### src/rtl/io_image_peripherals.sv
// io_image_peripherals: bit-addressed input image / output shadow with a snapshot/commit controller.
// Optional per-channel input debounce is compiled in when IO_DEBOUNCE_EN is defined.
module io_image_peripherals #(
  parameter int unsigned N_IN       = 16,
  parameter int unsigned N_OUT      = 16,
  parameter int unsigned ADDR_W     = 16,
  parameter int unsigned DEB_CYCLES = 8
) (
  input  logic              CLK,
  input  logic              RST,
  input  logic [N_IN-1:0]   INPUTS,
  output logic [N_OUT-1:0]  OUTPUTS,
  input  logic              SNAP_REQ,
  input  logic              COMMIT_REQ,
  input  logic              BIT_EN,
  input  logic              BIT_WE,
  input  logic [ADDR_W-1:0] BIT_ADDR,
  input  logic              BIT_WDATA,
  output logic              BIT_RDATA,
  output logic              BIT_VALID,
  output logic              BIT_ERR,
  output logic              BUSY
);

  if (N_IN < 1 || N_IN > 64 || N_OUT < 1 || N_OUT > 64 ||
      DEB_CYCLES < 2 || DEB_CYCLES > 255) begin : g_param_check
    $error("io_image_peripherals: parameter out of range");
  end

  // Address is widened so N_IN+N_OUT never wraps, even for narrow ADDR_W.
  localparam int unsigned      AX_W    = ADDR_W + 8;
  localparam logic [AX_W-1:0]  IN_LIM  = AX_W'(N_IN);
  localparam logic [AX_W-1:0]  OUT_LIM = AX_W'(N_IN + N_OUT);

  typedef enum logic [1:0] {
    S_IDLE,
    S_SNAP,
    S_COMMIT
  } state_t;

  state_t            state_q, state_d;
  logic              pend_snap_q, pend_snap_d;
  logic              pend_commit_q, pend_commit_d;
  logic [N_IN-1:0]   sync1_q, sync2_q;
  logic [N_IN-1:0]   filt;
  logic [N_IN-1:0]   image_q;
  logic [N_OUT-1:0]  shadow_q, shadow_d;
  logic [N_OUT-1:0]  outputs_q;
  logic              rdata_q, rdata_d;
  logic              valid_q, valid_d;
  logic              err_q, err_d;
  logic              busy, accept, in_hit, sh_hit, rd_bit;
  logic [AX_W-1:0]   addr_x;

  assign addr_x = AX_W'(BIT_ADDR);

  always_ff @(posedge CLK) begin
    if (RST) begin
      sync1_q <= '0;
      sync2_q <= '0;
    end else begin
      sync1_q <= INPUTS;
      sync2_q <= sync1_q;
    end
  end

`ifdef IO_DEBOUNCE_EN
  logic [N_IN-1:0] filt_q, filt_d;
  logic [7:0]      cnt_q [N_IN];
  logic [7:0]      cnt_d [N_IN];

  // A channel flips only after DEB_CYCLES consecutive disagreeing samples.
  always_comb begin
    filt_d = filt_q;
    for (int unsigned i = 0; i < N_IN; i++) begin
      cnt_d[i] = '0;
      if (sync2_q[i] != filt_q[i]) begin
        if (cnt_q[i] == 8'(DEB_CYCLES - 1)) begin
          filt_d[i] = sync2_q[i];
        end else begin
          cnt_d[i] = cnt_q[i] + 8'd1;
        end
      end
    end
  end

  always_ff @(posedge CLK) begin
    if (RST) begin
      filt_q <= '0;
      for (int unsigned i = 0; i < N_IN; i++) cnt_q[i] <= '0;
    end else begin
      filt_q <= filt_d;
      for (int unsigned i = 0; i < N_IN; i++) cnt_q[i] <= cnt_d[i];
    end
  end

  assign filt = filt_q;
`else
  assign filt = sync2_q;
`endif

  always_comb begin
    state_d       = state_q;
    pend_snap_d   = pend_snap_q;
    pend_commit_d = pend_commit_q;
    case (state_q)
      S_IDLE: begin
        if (COMMIT_REQ || pend_commit_q) begin
          state_d       = S_COMMIT;
          pend_commit_d = 1'b0;
          pend_snap_d   = pend_snap_q || SNAP_REQ;
        end else if (SNAP_REQ || pend_snap_q) begin
          state_d     = S_SNAP;
          pend_snap_d = 1'b0;
        end
      end
      default: begin
        state_d       = S_IDLE;
        pend_snap_d   = pend_snap_q || SNAP_REQ;
        pend_commit_d = pend_commit_q || COMMIT_REQ;
      end
    endcase
  end

  always_comb begin
    busy   = (state_q != S_IDLE);
    accept = BIT_EN && !busy;
    in_hit = (addr_x < IN_LIM);
    sh_hit = (addr_x >= IN_LIM) && (addr_x < OUT_LIM);
    rd_bit = 1'b0;
    for (int unsigned i = 0; i < N_IN; i++)
      if (addr_x == AX_W'(i)) rd_bit = image_q[i];
    for (int unsigned j = 0; j < N_OUT; j++)
      if (addr_x == AX_W'(N_IN + j)) rd_bit = shadow_q[j];

    shadow_d = shadow_q;
    if (accept && BIT_WE && sh_hit) begin
      for (int unsigned j = 0; j < N_OUT; j++)
        if (addr_x == AX_W'(N_IN + j)) shadow_d[j] = BIT_WDATA;
    end

    rdata_d = 1'b0;
    valid_d = 1'b0;
    err_d   = 1'b0;
    if (accept) begin
      if (BIT_WE ? sh_hit : (in_hit || sh_hit)) begin
        valid_d = 1'b1;
        rdata_d = BIT_WE ? 1'b0 : rd_bit;
      end else begin
        err_d = 1'b1;
      end
    end
  end

  always_ff @(posedge CLK) begin
    if (RST) begin
      state_q       <= S_IDLE;
      pend_snap_q   <= 1'b0;
      pend_commit_q <= 1'b0;
      image_q       <= '0;
      shadow_q      <= '0;
      outputs_q     <= '0;
      rdata_q       <= 1'b0;
      valid_q       <= 1'b0;
      err_q         <= 1'b0;
    end else begin
      state_q       <= state_d;
      pend_snap_q   <= pend_snap_d;
      pend_commit_q <= pend_commit_d;
      shadow_q      <= shadow_d;
      rdata_q       <= rdata_d;
      valid_q       <= valid_d;
      err_q         <= err_d;
      if (state_q == S_SNAP)   image_q   <= filt;
      if (state_q == S_COMMIT) outputs_q <= shadow_q;
    end
  end

  assign OUTPUTS   = outputs_q;
  assign BIT_RDATA = rdata_q;
  assign BIT_VALID = valid_q;
  assign BIT_ERR   = err_q;
  assign BUSY      = busy;

endmodule

### config.mk
export PLATFORM = sky130hd
export DESIGN_NAME = io_image_peripherals
export DESIGN_NICKNAME = d
export VERILOG_FILES = /design/src/rtl/io_image_peripherals.sv
export SDC_FILE = /design/constraint.sdc
export NUM_CORES = 1
export LEC_CHECK = 0
export ABC_CLOCK_PERIOD_IN_PS = 1600
export BUFFER_PORTS_ARGS = -buffer_cell sky130_fd_sc_hd__clkbuf_2
export CORE_MARGIN = 2
export CORE_UTILIZATION = 40
export DETAILED_ROUTE_END_ITERATION = 16
export PLACE_DENSITY = 0.7
export SLEW_MARGIN = 20
export SYNTH_ARGS = -nofsm -noshare
export SYNTH_HDL_FRONTEND = slang
export SYNTH_SLANG_ARGS = --single-unit
### constraint.sdc
create_clock -name CLK -period 1.6 [get_ports CLK]
set_input_delay 0.32 -clock CLK [delete_from_list [all_inputs] [get_ports CLK]]
set_output_delay 0.32 -clock CLK [all_outputs]
set_load 0.03 [all_outputs]
==> impl_metrics.sql <==
INSERT INTO impl_metrics (metric_group, metric, value, unit) VALUES
('clock_tree', 'cts.reportedPaths.clkPinSlew', '0.10', 'ns'),
('sta', 'timing.final.setup_violations', '1', ''),
('detailed_routing', 'detailedRoute.firstIterationViolations', '149', ''),
('sta', 'worst_relative_slew_slack', '62.9', '%'),
('global_route', 'grt_pass1_vias', '2399', ''),
('setup_path', 'critPathArrivalTime', '1.85', 'ns'),
('status', 'violated_checks', 'negative setup slack', ''),
('power_and_ir_drop', 'power_density', '1020', 'mW/mm^2'),
('clock_tree', 'tritoncts', 'built', ''),
('power_and_ir_drop', 'power_leakage', '1.62', 'nW'),
('layout', 'final_layout_size_suffix_gt1_share', '25.9', '%'),
('min_path', 'hold_depth', '2', ''),
('yosys', 'ys_dominant_reg_cell', 'sky130_fd_sc_hd__dfxtp_1', ''),
('setup_path', 'r2r_start', 'image_q[13]$_SDFFE_PP0N_', ''),
('layout', 'final_design_area_no_fill', '0.00410', 'sq mm'),
('sta', 'final_period_minus_worst_setup_slack', '1.62', 'ns'),
('yosys', 'synth.top_cells.by_area', 'sky130_fd_sc_hd__dfxtp_1 (52%), sky130_fd_sc_hd__nand2_1 (8.0%), sky130_fd_sc_hd__nor2b_1 (6.7%)', ''),
('sta', 'finalClockSkew', '0.0162', 'ns'),
('sta', 'report.final.hold_viol_count', '0', ''),
('setup_path', 'crit_top_cell', 'sky130_fd_sc_hd__o21ai_1', ''),
('yosys', 'synthesis.area', '0.00337', 'sq mm'),
('global_route', 'antenna_violations_before_repair', '0', ''),
('setup_path', 'critPathTopFamily', 'multiplexers', ''),
('place', 'port_buffers', '58', ''),
('place', 'final_wtd_congestion', '0.871', ''),
('min_path', 'worstHoldStart', 'INPUTS[15]', ''),
('status', 'outcome', 'finished, violations left', ''),
('yosys', 'synth.distinct_cells', '43', ''),
('sta', 'postLayoutSetupSlackWorst', '-0.0153', 'ns'),
('floorplan', 'top_level_ports', '59', ''),
('yosys', 'syn_area_per_cell', '8.93', 'sq um'),
('floorplan', 'floorplan.die_area', '0.00917', 'sq mm'),
('setup_path', 'crit_required', '1.84', 'ns'),
('yosys', 'post_synth_inst_count', '377', ''),
('yosys', 'synth.yosys.warnings', '0', ''),
('global_route', 'global_route.overflow_total', '0', ''),
('yosys', 'syn-num-nets', '416', ''),
('layout', 'flow.area_growth_from_synthesis', '21.7', '%'),
('yosys', 'async_reset_ff_share', '0', '%'),
('floorplan', 'die_h', '95.7', 'microns'),
('clock_tree', 'clockBufferDepth', '2', ''),
('setup_path', 'cp_max_fo', '3', ''),
('clock_tree', 'clock-root-buffer', 'sky130_fd_sc_hd__clkbuf_8', ''),
('floorplan', 'fp.dieW', '95.7', 'microns'),
('clock_tree', 'clkSinkCount', '87', ''),
('sta', 'worst_pin_slew', '0.556', 'ns'),
('yosys', 'yosys_register_bits', '87', ''),
('place', 'dp_worst_setup_slack', '-0.286', 'ns'),
('global_route', 'grt_max_degree', '85', ''),
('setup_path', 'critPathBufInv', '0', ''),
('setup_path', 'crit_path_top_delay_cell', 'sky130_fd_sc_hd__mux4_2', ''),
('setup_path', 'timing.critical_path.cells', 'mux4_2 > or3_1 > o21ai_1 > a41oi_1 > o21ai_1 > a2111oi_2', ''),
('layout', 'layout_commonest_cell', 'sky130_fd_sc_hd__dfxtp_1', ''),
('setup_path', 'critical_path.max_stage_delay', '0.45', 'ns'),
('clock_tree', 'insertion_delay', '0.37', 'ns'),
('detailed_routing', 'drt-vias-per-instance', '4.83', ''),
('detailed_routing', 'routed_wirelength', '6760', 'microns'),
('sta', 'unrepaired_setup_endpoints_after_global_routing', 'yes', ''),
('power_and_ir_drop', 'max-vdd-ir-drop', '0.558', 'mV'),
('global_route', 'grt_pass1_wl', '11000', 'microns'),
('sta', 'final.period_utilization', '101', '%'),
('detailed_routing', 'detail_route.wl_per_cell', '12.2', 'microns'),
('detailed_routing', 'vias', '2684', ''),
('detailed_routing', 'drt_pass_1_iters', '4', ''),
('power_and_ir_drop', 'total_power', '4.19', 'mW'),
('yosys', 'yosys.area.top_type', 'sky130_fd_sc_hd__dfxtp_1', ''),
('detailed_routing', 'route.antenna.remaining_nets', '0', ''),
('floorplan', 'floorplan.rows', '33', ''),
('place', 'placed_inst_area', '0.00385', 'sq mm'),
('floorplan', 'initial_utilization', '41.2', '%'),
('setup_path', 'worstSetupEndpointType', 'flip-flop', '');
==> repair_timing <==
| item | 4_1_cts | 5_1_grt |
|---|---|---|
| pin swaps | 1 | 2 |
| hold buffers | 0 | 0 |
| buffers inserted | 0 | 1 |
| resized for setup | 3 | 10 |
| endpoints found under the setup margin | 2 | 16 |
==> cells by family (layout without fill, tap and decap cells) <==
family | count (synthesis) | in the layout | share of synthesized area (%)
simple gates | 177 | 177 | 24.3
mux | 24 | 24 | 8.62
flops | 87 | 87 | 51.7
compound gates | 57 | 57 | 10.5
buf+inv | 32 | 106 | 4.87
==> synth_stat cells, drive strengths merged, types with 2 or more instances <==
master,count
mux2i,20
nand2b,4
buf,10
nor3b,2
nand2,72
inv,4
nor4,2
a41oi,2
dfxtp,87
a21oi,35
nand3,3
and3,2
clkbuf,18
nor3,5
mux4,3
nor2,44
a211oi,3
nor2b,36
o21ai,5
==> through the flow <==
stage / hold WS, ns / cells / utilization, %
after floorplan: 0.399 / 377 / -
after global placement: 0.419 / 539 / 47.1
after detailed placement: 0.425 / 539 / 47.1
after CTS: 0.146 / 555 / 49.8
after global routing: 0.145 / 556 / 50.1
final: 0.149 / 556 / 50.1
==> layer usage <==
layer  global-route usage [%]  vias to the layer above  routed length (microns)
li1                         -                     1393                        -
met1                     20.2                     1225                     3250
met2                     24.2                       57                     2980
met3                     4.93                        9                      409
met4                     6.79                        0                      120
met5                        0                        -                        0
==> worst max path at each step <==
stage | from | cells past startpoint | slack [ns] | to
6_report | image_q[13]$_SDFFE_PP0N_ | 6 | -0.02 | BIT_RDATA$_SDFF_PP0_
5_1_grt | image_q[13]$_SDFFE_PP0N_ | 6 | -0.1 | BIT_RDATA$_SDFF_PP0_
4_1_cts | image_q[14]$_SDFFE_PP0N_ | 6 | 0.001 | BIT_RDATA$_SDFF_PP0_
3_5_place_dp | BIT_ADDR[13] | 7 | -0.29 | shadow_q[14]$_SDFFE_PP0P_
3_3_place_gp | BIT_ADDR[0] | 7 | -0.28 | BIT_RDATA$_SDFF_PP0_
2_1_floorplan | BIT_ADDR[0] | 7 | -0.02 | BIT_RDATA$_SDFF_PP0_
==> where the power goes <==
group / internal, mW / switching [mW] / total (mW)
logic: 0.155 / 0.187 / 0.342
registers: 2.21 / 0.0157 / 2.23
clock network: 0.759 / 0.862 / 1.62
==> worst register-to-register path: cells and delay by family, from the launching register on <==
| kind | cells | cell delay (ns) |
|---|---|---|
| AOI/OAI and AO/OA | 4 | 0.40 |
| DFF | 1 | 0.34 |
| muxes | 1 | 0.45 |
| and+or+nand+nor | 1 | 0.31 |
==> sequential cells by signal, summed over array words and instances (netlist names) <==
name / count
state_q: 2
pend_snap_q: 1
BIT_RDATA: 1
shadow_q: 16
BIT_ERR: 1
OUTPUTS: 16
image_q: 16
BIT_VALID: 1
pend_commit_q: 1
filt: 16
sync1_q: 16
==> layout make-up <==
class | count | area [sq um] | area share [%]
clock buffers | 9 | 124 | 3.02
clock inverters | 7 | 87.6 | 2.14
inverters | 4 | 15.0 | 0.366
multi-input cells | 258 | 1480 | 36.1
flip-flops and latches | 87 | 1750 | 42.6
well taps | 105 | 131 | 3.21
repair buffers | 86 | 515 | 12.6
Note: power is estimated with default switching activity, not from simulation.
